[config.mk]
export PLATFORM = sky130hd
export DESIGN_NAME = mips_muldiv_unit
export DESIGN_NICKNAME = d
export VERILOG_FILES = /design/src/rtl/mips_muldiv_pkg.sv /design/src/rtl/mips_muldiv_step.sv /design/src/rtl/mips_muldiv_unit.sv
export SDC_FILE = /design/constraint.sdc
export NUM_CORES = 1
export LEC_CHECK = 0
export CAP_MARGIN = 20
export CORE_ASPECT_RATIO = 1.75
export CORE_MARGIN = 5
export CORE_UTILIZATION = 30
export CTS_CLUSTER_DIAMETER = 120
export CTS_CLUSTER_SIZE = 20
export DETAILED_ROUTE_END_ITERATION = 12
export GPL_TIMING_DRIVEN = 0
export SLEW_MARGIN = 15
export SYNTH_ARGS = -nofsm -noshare
export SYNTH_HDL_FRONTEND = slang
export SYNTH_SLANG_ARGS = --single-unit
[constraint.sdc]
create_clock -name clk -period 4.05 [get_ports clk]
set_clock_uncertainty 0.15 [all_clocks]
set_input_delay 0.6075 -clock clk [delete_from_list [all_inputs] [get_ports clk]]
set_output_delay 0.6075 -clock clk [all_outputs]
set_load 0.01 [all_outputs]
[src/rtl/mips_muldiv_pkg.sv]
// Shared definitions for the MIPS iterative multiply/divide unit:
// operation encodings, FSM state type and HI/LO write-select values.
package mips_muldiv_pkg;

    // op[1] selects divide, op[0] selects signed arithmetic
    localparam logic [1:0] OP_MULTU = 2'b00;
    localparam logic [1:0] OP_MULT  = 2'b01;
    localparam logic [1:0] OP_DIVU  = 2'b10;
    localparam logic [1:0] OP_DIV   = 2'b11;

    typedef enum logic {
        S_IDLE = 1'b0,
        S_RUN  = 1'b1
    } state_e;

    localparam logic HILO_SEL_LO = 1'b0;
    localparam logic HILO_SEL_HI = 1'b1;

endpackage

[src/rtl/mips_muldiv_step.sv]
// One iteration of the multiply/divide datapath (purely combinational).
// Multiply: shift-add, BITS_PER_CYCLE multiplier bits consumed from the LSB
//   end of qr_i; {acc, qr} shifts right so it ends up holding the product.
// Divide (only when MULDIV_DIV_EN is defined): restoring division,
//   BITS_PER_CYCLE dividend bits shifted out of the MSB of qr_i into the
//   partial remainder acc, quotient bits shifted into the LSB of qr.
module mips_muldiv_step #(
    parameter int WIDTH          = 32,
    parameter int BITS_PER_CYCLE = 1
) (
`ifdef MULDIV_DIV_EN
    input  logic             is_div_i,
`endif
    input  logic [WIDTH-1:0] acc_i,
    input  logic [WIDTH-1:0] qr_i,
    input  logic [WIDTH-1:0] b_i,
    output logic [WIDTH-1:0] acc_o,
    output logic [WIDTH-1:0] qr_o
);

    localparam int PW = WIDTH + BITS_PER_CYCLE;

    logic [PW-1:0]    sum;
    logic [WIDTH-1:0] mul_acc;
    logic [WIDTH-1:0] mul_qr;

    // Shift-add: add multiplicand * (low BITS_PER_CYCLE bits of multiplier)
    always_comb begin
        sum = {{BITS_PER_CYCLE{1'b0}}, acc_i};
        for (int j = 0; j < BITS_PER_CYCLE; j++) begin
            if (qr_i[j]) begin
                sum = sum + ({{BITS_PER_CYCLE{1'b0}}, b_i} << j);
            end
        end
        mul_acc = sum[PW-1:BITS_PER_CYCLE];
        mul_qr  = {sum[BITS_PER_CYCLE-1:0], qr_i[WIDTH-1:BITS_PER_CYCLE]};
    end

`ifdef MULDIV_DIV_EN
    logic [WIDTH:0]   t;
    logic [WIDTH-1:0] div_r;
    logic [WIDTH-1:0] div_q;

    // Restoring subtract: partial remainder needs one extra bit after the shift
    always_comb begin
        t     = '0;
        div_r = acc_i;
        div_q = qr_i;
        for (int i = 0; i < BITS_PER_CYCLE; i++) begin
            t     = {div_r, div_q[WIDTH-1]};
            div_q = {div_q[WIDTH-2:0], 1'b0};
            if (t >= {1'b0, b_i}) begin
                t        = t - {1'b0, b_i};
                div_q[0] = 1'b1;
            end
            div_r = t[WIDTH-1:0];
        end
    end

    // Select the active operation's next iteration state
    always_comb begin
        acc_o = is_div_i ? div_r : mul_acc;
        qr_o  = is_div_i ? div_q : mul_qr;
    end
`else
    // Multiply-only build: the divider path does not exist
    always_comb begin
        acc_o = mul_acc;
        qr_o  = mul_qr;
    end
`endif

endmodule

[src/rtl/mips_muldiv_unit.sv]
// Iterative MIPS multiply/divide unit with architectural HI/LO registers.
// Build option: define MULDIV_DIV_EN to include DIV/DIVU; without it, a
// start with op[1]=1 is ignored and no divider logic is generated.
//
// Handshake: start is a request that is accepted on a rising edge only while
// busy is low (busy is the inverse of ready); a request seen while busy is
// dropped, not queued. done pulses for one cycle when HI/LO receive a result.
module mips_muldiv_unit
    import mips_muldiv_pkg::*;
#(
    parameter int WIDTH          = 32,
    parameter int BITS_PER_CYCLE = 1
) (
    input  logic             clk,
    input  logic             reset,
    input  logic             start,
    input  logic [1:0]       op,
    input  logic [WIDTH-1:0] srca,
    input  logic [WIDTH-1:0] srcb,
    input  logic             hilo_we,
    input  logic             hilo_sel,
    input  logic [WIDTH-1:0] hilo_wdata,
    output logic             busy,
    output logic             done,
    output logic [WIDTH-1:0] hi,
    output logic [WIDTH-1:0] lo,
    output logic             dbg_state_o
);

    localparam int N     = WIDTH / BITS_PER_CYCLE;
    localparam int CNT_W = $clog2(N + 1);
    localparam logic [CNT_W-1:0] CNT_INIT = CNT_W'(N);
    localparam logic [CNT_W-1:0] CNT_ONE  = CNT_W'(1);

    state_e               state_q;
    logic [CNT_W-1:0]     cnt_q;
    logic [WIDTH-1:0]     acc_q;
    logic [WIDTH-1:0]     qr_q;
    logic [WIDTH-1:0]     b_q;
    logic                 neg_res_q;   // negate product / quotient at the end
    logic                 done_q;
    logic [WIDTH-1:0]     hi_q;
    logic [WIDTH-1:0]     lo_q;
`ifdef MULDIV_DIV_EN
    logic                 is_div_q;
    logic                 neg_a_q;     // remainder takes the dividend's sign
    logic                 b_zero;
`endif

    logic                 op_ok;
    logic                 accept;
    logic                 last;
    logic                 a_neg;
    logic                 b_neg;
    logic [WIDTH-1:0]     mag_a;
    logic [WIDTH-1:0]     mag_b;
    logic                 neg_res_d;
    logic [WIDTH-1:0]     acc_nxt;
    logic [WIDTH-1:0]     qr_nxt;
    logic [2*WIDTH-1:0]   prod;
    logic [2*WIDTH-1:0]   prod_fix;
    logic [WIDTH-1:0]     res_hi;
    logic [WIDTH-1:0]     res_lo;

    // Decode start acceptance and sign-condition the operands to magnitudes
    always_comb begin
`ifdef MULDIV_DIV_EN
        op_ok     = 1'b1;
        b_zero    = (srcb == '0);
`else
        op_ok     = ~op[1];
`endif
        accept    = (state_q == S_IDLE) && start && op_ok;
        last      = (state_q == S_RUN) && (cnt_q == CNT_ONE);
        a_neg     = op[0] & srca[WIDTH-1];
        b_neg     = op[0] & srcb[WIDTH-1];
        mag_a     = a_neg ? -srca : srca;
        mag_b     = b_neg ? -srcb : srcb;
        neg_res_d = a_neg ^ b_neg;
`ifdef MULDIV_DIV_EN
        // Divide by zero keeps the all-ones quotient unsigned
        if (op[1] && b_zero) begin
            neg_res_d = 1'b0;
        end
`endif
    end

    mips_muldiv_step #(
        .WIDTH          (WIDTH),
        .BITS_PER_CYCLE (BITS_PER_CYCLE)
    ) u_step (
`ifdef MULDIV_DIV_EN
        .is_div_i (is_div_q),
`endif
        .acc_i    (acc_q),
        .qr_i     (qr_q),
        .b_i      (b_q),
        .acc_o    (acc_nxt),
        .qr_o     (qr_nxt)
    );

    // Apply the sign fix-up to the final iteration's result
    always_comb begin
        prod     = {acc_nxt, qr_nxt};
        prod_fix = neg_res_q ? -prod : prod;
        res_hi   = prod_fix[2*WIDTH-1:WIDTH];
        res_lo   = prod_fix[WIDTH-1:0];
`ifdef MULDIV_DIV_EN
        if (is_div_q) begin
            res_lo = neg_res_q ? -qr_nxt : qr_nxt;
            res_hi = neg_a_q ? -acc_nxt : acc_nxt;
        end
`endif
    end

    // Control FSM: latch operands on accept, iterate N edges, pulse done
    always_ff @(posedge clk or negedge reset) begin
        if (!reset) begin
            state_q   <= S_IDLE;
            cnt_q     <= '0;
            acc_q     <= '0;
            qr_q      <= '0;
            b_q       <= '0;
            neg_res_q <= 1'b0;
            done_q    <= 1'b0;
`ifdef MULDIV_DIV_EN
            is_div_q  <= 1'b0;
            neg_a_q   <= 1'b0;
`endif
        end else begin
            done_q <= 1'b0;
            case (state_q)
                S_IDLE: begin
                    if (accept) begin
                        state_q   <= S_RUN;
                        cnt_q     <= CNT_INIT;
                        acc_q     <= '0;
                        qr_q      <= mag_a;
                        b_q       <= mag_b;
                        neg_res_q <= neg_res_d;
`ifdef MULDIV_DIV_EN
                        is_div_q  <= op[1];
                        neg_a_q   <= a_neg;
`endif
                    end
                end
                S_RUN: begin
                    acc_q <= acc_nxt;
                    qr_q  <= qr_nxt;
                    cnt_q <= cnt_q - CNT_ONE;
                    if (cnt_q == CNT_ONE) begin
                        state_q <= S_IDLE;
                        done_q  <= 1'b1;
                    end
                end
                default: state_q <= S_IDLE;
            endcase
        end
    end

    // HI/LO: operation result on the last iteration, direct writes only when idle
    always_ff @(posedge clk or negedge reset) begin
        if (!reset) begin
            hi_q <= '0;
            lo_q <= '0;
        end else if (last) begin
            hi_q <= res_hi;
            lo_q <= res_lo;
        end else if ((state_q == S_IDLE) && hilo_we) begin
            if (hilo_sel == HILO_SEL_HI) begin
                hi_q <= hilo_wdata;
            end else begin
                lo_q <= hilo_wdata;
            end
        end
    end

    assign busy        = (state_q == S_RUN);
    assign done        = done_q;
    assign hi          = hi_q;
    assign lo          = lo_q;
    assign dbg_state_o = (state_q == S_RUN);

endmodule

After elaboration in Yosys (flattened, before gate mapping)
Index checks and enable logic that the tools add are counted.
Widths: inputs -> output; s select.
{"block": "word_totals", "ram_bits": 0, "latch_bits": 0, "regBits": 169, "out_inout_bits": 67, "mem_bits_ro": 0, "elab_cells": 52, "mem_count": 0}
{"block": "classes", "order_cmp": 0, "multipliers": 0, "n_mux": 21, "n_bitwise": 5, "n_reduce_logical": 9, "add_sub_neg": 5, "eq_ne": 3, "n_div": 0, "shift": 0}
{"op": "$mux 32", "n": 10}
{"op": "$pmux 32 s2", "n": 2}
{"op": "$mux 64", "n": 1}
{"op": "$neg 32->32", "n": 2}
{"op": "$neg 64->64", "n": 1}
{"op": "$add 32x32->33", "n": 1}
{"op": "$mux 33", "n": 1}
{"op": "$pmux 6 s2", "n": 1}
{"op": "$eq 6x1->1 const B", "n": 1}
{"op": "$mux 6", "n": 1}
{"op": "$reduce_and 2->1", "n": 3}
{"op": "$sub 6x1->6 const B", "n": 1}
{"op": "$logic_and 1x1->1", "n": 4}
{"op": "$mux 1", "n": 4}
{"op": "$reduce_bool 2->1", "n": 2}
{"op": "$and 1x1->1", "n": 2}
{"op": "$ne 2x1->1 const B", "n": 1}
{"op": "$ne 2x2->1 const B", "n": 1}
{"op": "$not 1->1", "n": 2}
{"op": "$pmux 1 s2", "n": 1}
{"op": "$xor 1x1->1", "n": 1}

Longest topological paths before layout
Gate-level depths: netlist of the first run.
{"block": "depth", "ltp_word": 5, "mapped_depth": 13, "ltp_nobuf": 13}

Modules after synthesis
A second synthesis of the first run with hierarchy kept.
{"block": "hier_totals", "hier_cells": 1540, "hier_area_um2": 12832.3}
{"module": "mips_muldiv_unit", "seq_area_each_um2": 4229.1, "cells_per_inst": 1169, "area_per_inst_um2": 10264.8, "instances": 1}
{"module": "mips_muldiv_step", "seq_area_each_um2": 0.0, "cells_per_inst": 371, "area_per_inst_um2": 2567.5, "instances": 1}

Worst setup path before layout of the first run
No wires, ideal clock.
{"block": "synth_timing", "path_kind": "flip-flop to flip-flop", "startpoint": "reg acc_q[0]", "endpoint": "reg hi_q[31] (netlist: hi[31])", "setup_time_ns": 0.120, "setup_slack_ns": 0.390, "n_path_buf": 0, "synth_period_minus_slack_ns": 3.660, "arrival_ns": 3.390, "stages_incl_launch_ff": 14, "required_time_ns": 3.780, "cell_sequence": "dfrtp_1 ha_1 fa_1 a211oi_2 o21bai_2 o211ai_2 nand3_1 and4_1 nor3_2 nand3_2 nand4b_4 or4_4 a211o_1 a31o_1"}
{"block": "synth_via", "elab_chain_len": 5}
{"item": "from (decl)", "line_no": "mips_muldiv_unit.sv:37", "text": "logic [WIDTH-1:0] acc_q;"}
{"item": "from (signal assigned)", "line_no": "mips_muldiv_unit.sv:148", "text": "acc_q <= acc_nxt;"}
{"item": "$add 32x32->33", "line_no": "mips_muldiv_step.sv:32", "text": "sum = sum + ({{BITS_PER_CYCLE{1'b0}}, b_i} << j);"}
{"item": "$mux 33 (*)", "line_no": "mips_muldiv_step.sv:31", "text": "if (qr_i[j]) begin"}
{"item": "$neg 64->64", "line_no": "mips_muldiv_unit.sv:105", "text": "prod_fix = neg_res_q ? -prod : prod;"}
{"item": "$mux 64 (*)", "line_no": "mips_muldiv_unit.sv:105"}
{"item": "$mux 32 (*)", "line_no": "mips_muldiv_unit.sv:166", "text": "end else if (last) begin"}
{"item": "to (signal assigned)", "line_no": "mips_muldiv_unit.sv:167", "text": "hi_q <= res_hi;"}
{"item": "to (signal assigned)", "line_no": "mips_muldiv_unit.sv:171", "text": "hi_q <= hilo_wdata;"}
{"item": "to (decl)", "line_no": "mips_muldiv_unit.sv:42", "text": "logic [WIDTH-1:0] hi_q;"}
Mark *: on every way between the ends. The rest lies on a longest branch, timed or not.
A chain may end at the register's enable or synchronous reset.

Worst setup path after layout of the first run
{"block": "layout_timing", "startpoint": "reg acc_q[14]", "endpoint": "reg hi_q[31] (netlist: hi[31])"}
The elaborated chain is that of the path after synthesis.

==> results by stage, run 1 <==
Power:
- The internal power of the cells is around 6.8 mW.
- For this design the total switching power over the nets is ~6.7 mW.
- The share of total power dissipated in the clock network is 0.116.
- IR analysis of the VDD net gives a maximum drop of approximately 0.36 mV.
- The share of total power dissipated in combinational logic is 0.635.
- Summed over all cells, the static leakage comes to about 6.4 nW.
- Of the total power, registers draw 0.249.
- Of the total power, the share spent switching nets is 0.496.
- The total power consumption of the routed design is 13.6 mW.
- The total power density per cell area is between 800 and 900 mW/mm2.

Logic synthesis:
- Yosys printed 0 warnings.
- The number of enable flip-flop cells after synthesis is 0.
- Of all flip-flops after synthesis, the portion carrying an async set or reset was 1.00.
- The average instance area after synthesis is about 8.3 um2.
- Synthesis inferred between 150 and 200 register bits.
- The sequential-to-total area share from yosys stat is 0.336.
- Counting distinct cell types in the post-synthesis netlist gives between 90 and 100.
- The predominant post-synthesis flop cell is sky130_fd_sc_hd__dfrtp_1.
- The number of nets handed over by synthesis was about 1700.
- The synthesized netlist occupies a cell area of between 0.01 and 0.015 mm2.
- In the synthesized netlist, the number of instances is 1521.

Global routing:
- In the global route stage, overall resource usage came out at 0.199.
- For this run, global-route usage on met3 was measured as 0.0293.
- For met1 alone, demand over resource in global routing was 0.192.
- The number of global-route vias before repair is approximately 13000.
- The initial antenna violation count is 0.
- The layer flagged by global routing as most heavily used is met2.
- For met2 alone, demand over resource in global routing was 0.390.
- The total overflow left after global routing is 0.
- The first global-routing pass estimated approximately 71000 um of wire.
- The maximum number of pins on one net before global-route repair is 89.

Timing:
- Setup violations remaining at the end of the flow were counted as 0.
- The number of hold violations in the final report is 0.
- The max-slew violation total from the final report is 0.
- The final sum of negative setup slack is 0 ps.
- The worst setup slack after layout is slightly below 30 ps.
- Setup repair after global routing could not meet its margin everywhere.
- Measured against its own limit, the worst slew margin works out to 0.383.
- At the pin with the least slew margin, the transition time is 918 ps.
- The fraction of the cycle the final worst path needs is 0.993.
- For the finished layout, the period the worst path requires is 4020 ps.
- The final hold slack is 313 ps.
- The fmax is 0.249 GHz.

Placed design:
- The wire-length estimate of the detail-placed layout is 38200 um.
- The placement-stage cell area is approximately 0.015 mm2.
- At the end of routability-driven placement, the weighted congestion stood at approximately 0.93.
- Before CTS, the worst setup slack after placement is -353 ps.
- The number of instances in the placed design is roughly 2200.
- The quantity of I/O buffers inserted on ports is approximately 170.

Critical path:
- The largest single stage delay on the critical path is ~560 ps.
- The worst setup path is launched from a flip-flop.
- By startpoint and endpoint, the worst setup path is classified as flip-flop to flip-flop.
- The endpoint class of the critical path is a flip-flop.
- Along the worst path, the maximum fanout reaches 8.
- Traced cell by cell, the critical path runs through ha_1, buf_2, a21oi_2, o21ai_1, a21oi_2, a21boi_2, o21bai_1, a21boi_1, or3_1, a31o_1, or4_4, a211o_1, a31o_1.
- The cell family contributing the most delay on the critical path is compound AO/OA/AOI/OAI gates.
- Across all register-to-register paths, the minimum setup slack is between 20 and 30 ps.
- STA puts the critical path data required time at roughly 4300 ps.
- Together, buffers and inverters on the worst path number 1.
- The data arrival time at the worst-slack endpoint is around 4200 ps.
- The cell at the slowest stage of the critical path is sky130_fd_sc_hd__or4_4.

Min path:
- The min-delay analysis places its worst path in the category flip-flop to flip-flop.

Final layout:
- The area growth from synthesis to layout is 26.0%.
- 0 antenna diodes ended up in the layout.
- The storage element area is 0.00423 mm2.
- The post-route standard cell area excluding fillers is 0.0158 mm2.
- The count of non-filler cells in the finished layout is roughly 2300.
- The library cell used most frequently in the layout, excluding fill and tap cells, is sky130_fd_sc_hd__nand2_1.
- The combined area of the multi-input logic cells is between 0.008 and 0.009 mm2.
- The top cell types in the final layout, fill and taps aside, are 255 x sky130_fd_sc_hd__nand2_1, 178 x sky130_fd_sc_hd__o21ai_0, 169 x sky130_fd_sc_hd__dfrtp_1.
- The filler cell count is between 4000 and 5000.
- The utilization after layout is 0.381.
- The count of nets after finishing is roughly 1900.
- Of the cells placed in the final design, the portion with a size suffix greater than 1 is 0.0890.

Detailed routing:
- The total length of routed wires is ~46000 um.
- The detailed router placed about 12000 vias in this run.
- The number of iterations in the first detailed-routing pass is 6.
- In this run the remaining antenna-violating nets after routing total 0.
- The first routing iteration left between 600 and 700 violations.
- The remaining design rule violation count is 0.
- After detailed routing, the average wire length per cell comes to 20.3 um.
- Using the TritonRoute via totals, the vias-per-cell ratio works out to about 5.3.

Floorplan:
- The overall die height is 281 um.
- The die covers 0.0462 mm2.
- In this run the core area contains 99 standard-cell rows.
- The I/O pin count is between 150 and 200.
- After floorplanning, the core was sized to cover around 0.042 mm2.
- In this run the horizontal extent of the chip is between 150 and 200 um.
- For this configuration, the core starts out at a cell density of 0.302.

Clock network:
- Clock latency on the worst-skew pair, taken at its later pin, is between 400 and 500 ps.
- The deepest level of the CTS H-tree is 4.
- The maximum buffer depth of the clock tree is 2.
- Clock tree synthesis selected as its root buffer the cell sky130_fd_sc_hd__clkbuf_16.
- The number of clock buffers added by TritonCTS is 17.
- The post-CTS clock slew at the launch and capture registers of the worst setup and hold paths is roughly 70 ps.
- TritonCTS built the clock tree.
- CTS saw ~170 sinks.

Flow run:
- Max-cap violations in this run came to 0.

Run status:
- The flow ran to the end, and the final reports show no timing, DRC or antenna violations.
## Yosys cell counts (4+ instances only)
master                     instances  area (um2)
sky130_fd_sc_hd__ha_1             37         463
sky130_fd_sc_hd__nor4_1           11        68.8
sky130_fd_sc_hd__or3_1            24         150
sky130_fd_sc_hd__buf_6             9         101
sky130_fd_sc_hd__xnor2_1          75         657
sky130_fd_sc_hd__and3_1            4        25.0
sky130_fd_sc_hd__nand2b_1         12        75.1
sky130_fd_sc_hd__nand4_1          20         125
sky130_fd_sc_hd__xor2_1           48         420
sky130_fd_sc_hd__o21ai_1          11        55.1
sky130_fd_sc_hd__nor2_1           90         338
sky130_fd_sc_hd__dfrtp_1         169        4230
sky130_fd_sc_hd__a31oi_1          12        75.1
sky130_fd_sc_hd__nor2b_1           7        43.8
sky130_fd_sc_hd__a211oi_1          6        45.0
sky130_fd_sc_hd__nand3_1          26         130
sky130_fd_sc_hd__or4_1             7        52.6
sky130_fd_sc_hd__buf_2             5        25.0
sky130_fd_sc_hd__nand3b_1          6        45.0
sky130_fd_sc_hd__o211ai_1          7        52.6
sky130_fd_sc_hd__nor3_1           32         160
sky130_fd_sc_hd__mux2_2           20         225
sky130_fd_sc_hd__a21o_1            8        60.1
sky130_fd_sc_hd__mux2i_1          83         831
sky130_fd_sc_hd__and4_1            4        35.0
sky130_fd_sc_hd__and2_1            8        50.1
sky130_fd_sc_hd__a21oi_1         113         566
sky130_fd_sc_hd__o21bai_1          7        52.6
sky130_fd_sc_hd__a211o_1           4        35.0
sky130_fd_sc_hd__nor3b_1           7        52.6
sky130_fd_sc_hd__nand2_1         255         957
sky130_fd_sc_hd__a21oi_2           5        43.8
sky130_fd_sc_hd__buf_1            12        45.0
sky130_fd_sc_hd__o31ai_1          26         195
sky130_fd_sc_hd__o21ai_0         180         901
sky130_fd_sc_hd__clkbuf_1         52         195
sky130_fd_sc_hd__o21a_1            4        30.0
sky130_fd_sc_hd__inv_1            32         120
## flip-flops by register name (all words and copies together), names as in the netlist
signal / cells
done: 1
hi: 32
busy: 1
cnt_q: 6
qr_q: 32
neg_res_q: 1
lo: 32
acc_q: 32
b_q: 32
## layout make-up
cell class,count,area share
Clock inverter,14,0.00743
Sequential cell,169,0.267
Buffer,82,0.0250
Tap cell,555,0.0438
Multi-Input combinational cell,1237,0.510
Inverter,33,0.00782
Clock buffer,18,0.0271
Timing Repair Buffer,177,0.112
## metal layers
layer / wire length [um] / share of wire / vias up
li1: - / - / 5808
met1: 16000 / 0.34 / 5805
met2: 25800 / 0.55 / 344
met3: 1820 / 0.039 / 139
met4: 2890 / 0.062 / 0
met5: 0 / 0 / -
## path summary, 6_finish.rpt
check	to	cells past startpoint	startpoint
setup / recovery	hi[31]	13	acc_q[14]
hold / removal	cnt_q[5]	1	cnt_q[5]
setup reg to reg	hi[31]	13	acc_q[14]
hold reg to reg	cnt_q[5]	1	cnt_q[5]
max in group asynchronous	acc_q[1]	3	reset
min in group asynchronous	done	2	reset
## cells by family (layout without fill, tap and decap cells)
logic type,count (synthesis),count (layout),share of synthesized area
AND/OR/NAND/NOR,539,539,0.203
AO/OA/AOI/OAI,434,434,0.211
flip-flops,169,169,0.336
XOR/XNOR,123,123,0.0857
buffers and inverters,115,324,0.0414
multiplexers,103,103,0.0840
adder cells (fa/ha/maj),38,38,0.0384
## power by group through the flow
stage,clock network (mW),registers (mW),logic (mW)
2_1_floorplan,0,3.20,5.41
3_3_place_gp,0,3.36,7.98
3_5_place_dp,0,3.38,8.14
4_1_cts,1.60,3.36,8.23
5_1_grt,1.66,3.46,9.40
6_report,1.57,3.38,8.61
## timing repair
item / in CTS / in global routing
pin swaps: 2 / 11
buffers inserted: 0 / 5
cloned: 0 / 0
setup endpoints to repair: 9 / 17
hold buffers: 1 / 0
resized for setup: 12 / 35
endpoints found under the hold margin: 1 / 0
Note: power is estimated with default switching activity, not from simulation.
==> inputs of run 2 (changes only) <==
- CORE_MARGIN: 5 -> 4
==> run 2 against run 1 <==
Net effect:
- flip-flop and latch count stayed put
- combinational power hardly changed
- first-iteration DRC count is 6.6% higher
- final area is 0.90% higher
- wire length is 1.1% lower
- global-route usage is 0.15 points higher
- sequential power hardly changed
- largest cell class unchanged
==> results by stage, run 2 (synthesis results as in run 1) <==
Placed design:
- The half-perimeter wire length after placement is between 30000 and 40000 um.
- During placement, the flow inserted port buffers numbering around 170.
- Before CTS, the worst setup slack after placement is -309 ps.
- At the end of routability-driven placement, the weighted congestion stood at 0.970.
- The placement-stage cell area is 0.0150 mm2.

Detailed routing:
- Dividing the detail-routed via count by the number of cells gives 5.34.
- The total length of routed wires is around 46000 um.
- The remaining antenna violation count is 0.
- The pre-antenna-repair detailed-routing pass consisted of 5 iterations.
- The first routing iteration left roughly 660 violations.
- In the routed design, unresolved DRC markers number 0.
- The overall via count from detail_route is roughly 12000.
- The routed length per placed instance is ~20 um.

Critical path:
- The largest single stage delay on the critical path is about 450 ps.
- The endpoint required time on the critical path is ~4300 ps.
- The type of the setup path with the least slack is flip-flop to flip-flop.
- The critical path launch point type is a flip-flop.
- STA classifies the critical path endpoint as a flip-flop.
- Walking the worst path, the cells encountered are ha_1, a21oi_1, o21ai_1, o211ai_2, nand2_1, o21bai_1, a211oi_2, o31ai_4, nand4b_4, or4_4, a211o_1, a31o_1.
- The critical-path maximum fanout is 6.
- Measured in cells, the most critical reg-to-reg path has a length of 12.
- The data arrival time at the worst-slack endpoint is 4170 ps.
- The slowest stage of the critical path is the sky130_fd_sc_hd__or4_4 cell.

Clock network:
- The clock insertion delay at the later pin of the skew report is about 460 ps.
- The CTS root buffer is sky130_fd_sc_hd__clkbuf_16.
- TritonCTS built the clock tree.
- The number of buffers created by CTS is 17.
- Counting every sink on the clock net gives 169.
- The maximum buffer depth of the clock tree is 2.
- The H-tree was split into 4 levels.
- After clock tree synthesis, the clock-pin slew on the worst setup and hold paths is 70 ps.

Run status:
- The run finished with clean final reports.

Power:
- The share of total power dissipated in sequential elements is 0.244.
- The total power density per cell area is approximately 860 mW/mm2.
- Of the total power, the share spent switching nets is 0.487.
- VDD sags by at most ~0.39 mV.
- The internal power of the cells is 7.05 mW.
- The share of total power dissipated in the clock network is 0.128.
- The net load switching power is roughly 6.7 mW.
- In this run the static leakage power is 6.41 nW.
- The power share of the combinational group is 0.629.

Floorplan:
- The overall die height is 279 um.
- The number of placement rows is 99.
- The initial utilization of the core area, before any placement, comes to 0.302.
- The floorplan step defined a core boundary enclosing between 0.04 and 0.05 mm2.
- The I/O pin count is 170.
- The die outline area is between 0.04 and 0.05 mm2.
- The die outline width is around 160 um.

Timing:
- The max-slew violation total from the final report is 0.
- The fraction of the cycle the final worst path needs is 0.979.
- The worst setup slack after layout is around 85 ps.
- For the pin with the worst max-slew slack, the measured transition is slightly above 1000 ps.
- The final sum of negative setup slack is 0 ps.
- Setup repair after global routing could not meet its margin everywhere.
- Subtracting the final worst setup slack from the clock period gives approximately 4000 ps.
- The relative slew slack is 0.307.
- The final setup violation count is 0.
- The number of hold violations in the final report came to 0.
- Derived from the worst setup path, the maximum achievable clock frequency is roughly 0.25 GHz.

Final layout:
- The repair_antennas step left the layout with diodes totalling 0.
- Leaving out fill and tap cells, the most frequent cell in the layout is sky130_fd_sc_hd__nand2_1.
- Relative to the synthesized area, the layout overhead comes to 27.1%.
- In the layout the commonest cells are 254 x sky130_fd_sc_hd__nand2_1, 178 x sky130_fd_sc_hd__o21ai_0, 168 x sky130_fd_sc_hd__dfrtp_1, 168 x sky130_fd_sc_hd__clkdlybuf4s50_1, 110 x sky130_fd_sc_hd__a21oi_1.
- At the end of the flow, the number of nets in the layout was around 1900.
- Of the cells placed in the final design, the portion with a size suffix greater than 1 is 0.0936.
- At the end of the flow the core is filled with cells to 0.384.
- The post-route standard cell area excluding fillers is ~0.016 mm2.
- The filler cell count is about 4300.

Global routing:
- Across every metal layer, demand over resource in global routing totals 0.200.
- The first global-routing pass estimated just over 70000 um of wire.
- Entering global routing, the biggest net connects 105 pins.
- The initial antenna violation count is 0.
- The total congestion overflow is 0.
- The number of global-route vias before repair came to about 13000.

Min path:
- Counting instances, the worst hold path has a depth of 2.
- The worst hold path class is flip-flop to flip-flop.

Flow run:
- The tool flagged a number of max-cap violations equal to 0.
[run 2: area by class of cell]
cell class	instances	area (um2)	share of cell area
Clock buffer	20	457	0.0286
Tap cell	555	694	0.0435
Buffer	82	397	0.0248
Inverter	33	124	0.00775
Clock inverter	12	165	0.0103
Sequential cell	169	4230	0.265
Multi-Input combinational cell	1237	8120	0.508
Timing Repair Buffer	177	1800	0.112
[run 2: worst max-delay path, delay by kind of cell (launching register included)]
family,cells,cell delay (ps)
AOI/OAI and AO/OA,8,2050
adders and majority gates,1,390
DFF,1,430
and+or+nand+nor,3,830
[run 2: per-layer routing]
layer / global-route usage / routed length, um / vias to the layer above
met4: 0.130 / 3390 / 0
met2: 0.383 / 24500 / 432
met5: 0 / 0 / -
li1: - / - / 5820
met1: 0.198 / 16200 / 5790
met3: 0.0241 / 1880 / 155
[run 2: final timing paths]
kind	startpoint	endpoint	slack, ps
setup / recovery	acc_q[4]	hi[31]	80
hold / removal	b_q[11]	b_q[11]	330
setup reg to reg	acc_q[4]	hi[31]	80
hold reg to reg	b_q[11]	b_q[11]	330
max in group asynchronous	reset	qr_q[31]	2360
min in group asynchronous	reset	done	350
[run 2: metrics by stage]
step / hold slack [ps] / total power, mW / std cells
after floorplan: 162 / 8.61 / 1521
after detailed placement: 233 / 11.5 / 2248
after global placement: 310 / 11.3 / 2245
after global routing: 343 / 14.7 / 2285
after CTS: 334 / 13.3 / 2281
final: 335 / 13.7 / 2285
[run 2: power groups by stage]
stage	sequential [mW]	combinational, mW	clock (mW)
6_report	3.35	8.63	1.75
2_1_floorplan	3.20	5.41	0
5_1_grt	3.44	9.43	1.84
3_5_place_dp	3.34	8.11	0
4_1_cts	3.32	8.22	1.78
3_3_place_gp	3.33	7.96	0
[run 2: what timing repair did]
item                                    CTS  global route
gates resized for setup                  10            49
setup buffers                             0             4
hold buffers                              1             0
endpoints found under the hold margin     1             0
pin swaps                                 1            16
endpoints found under the setup margin    7            19
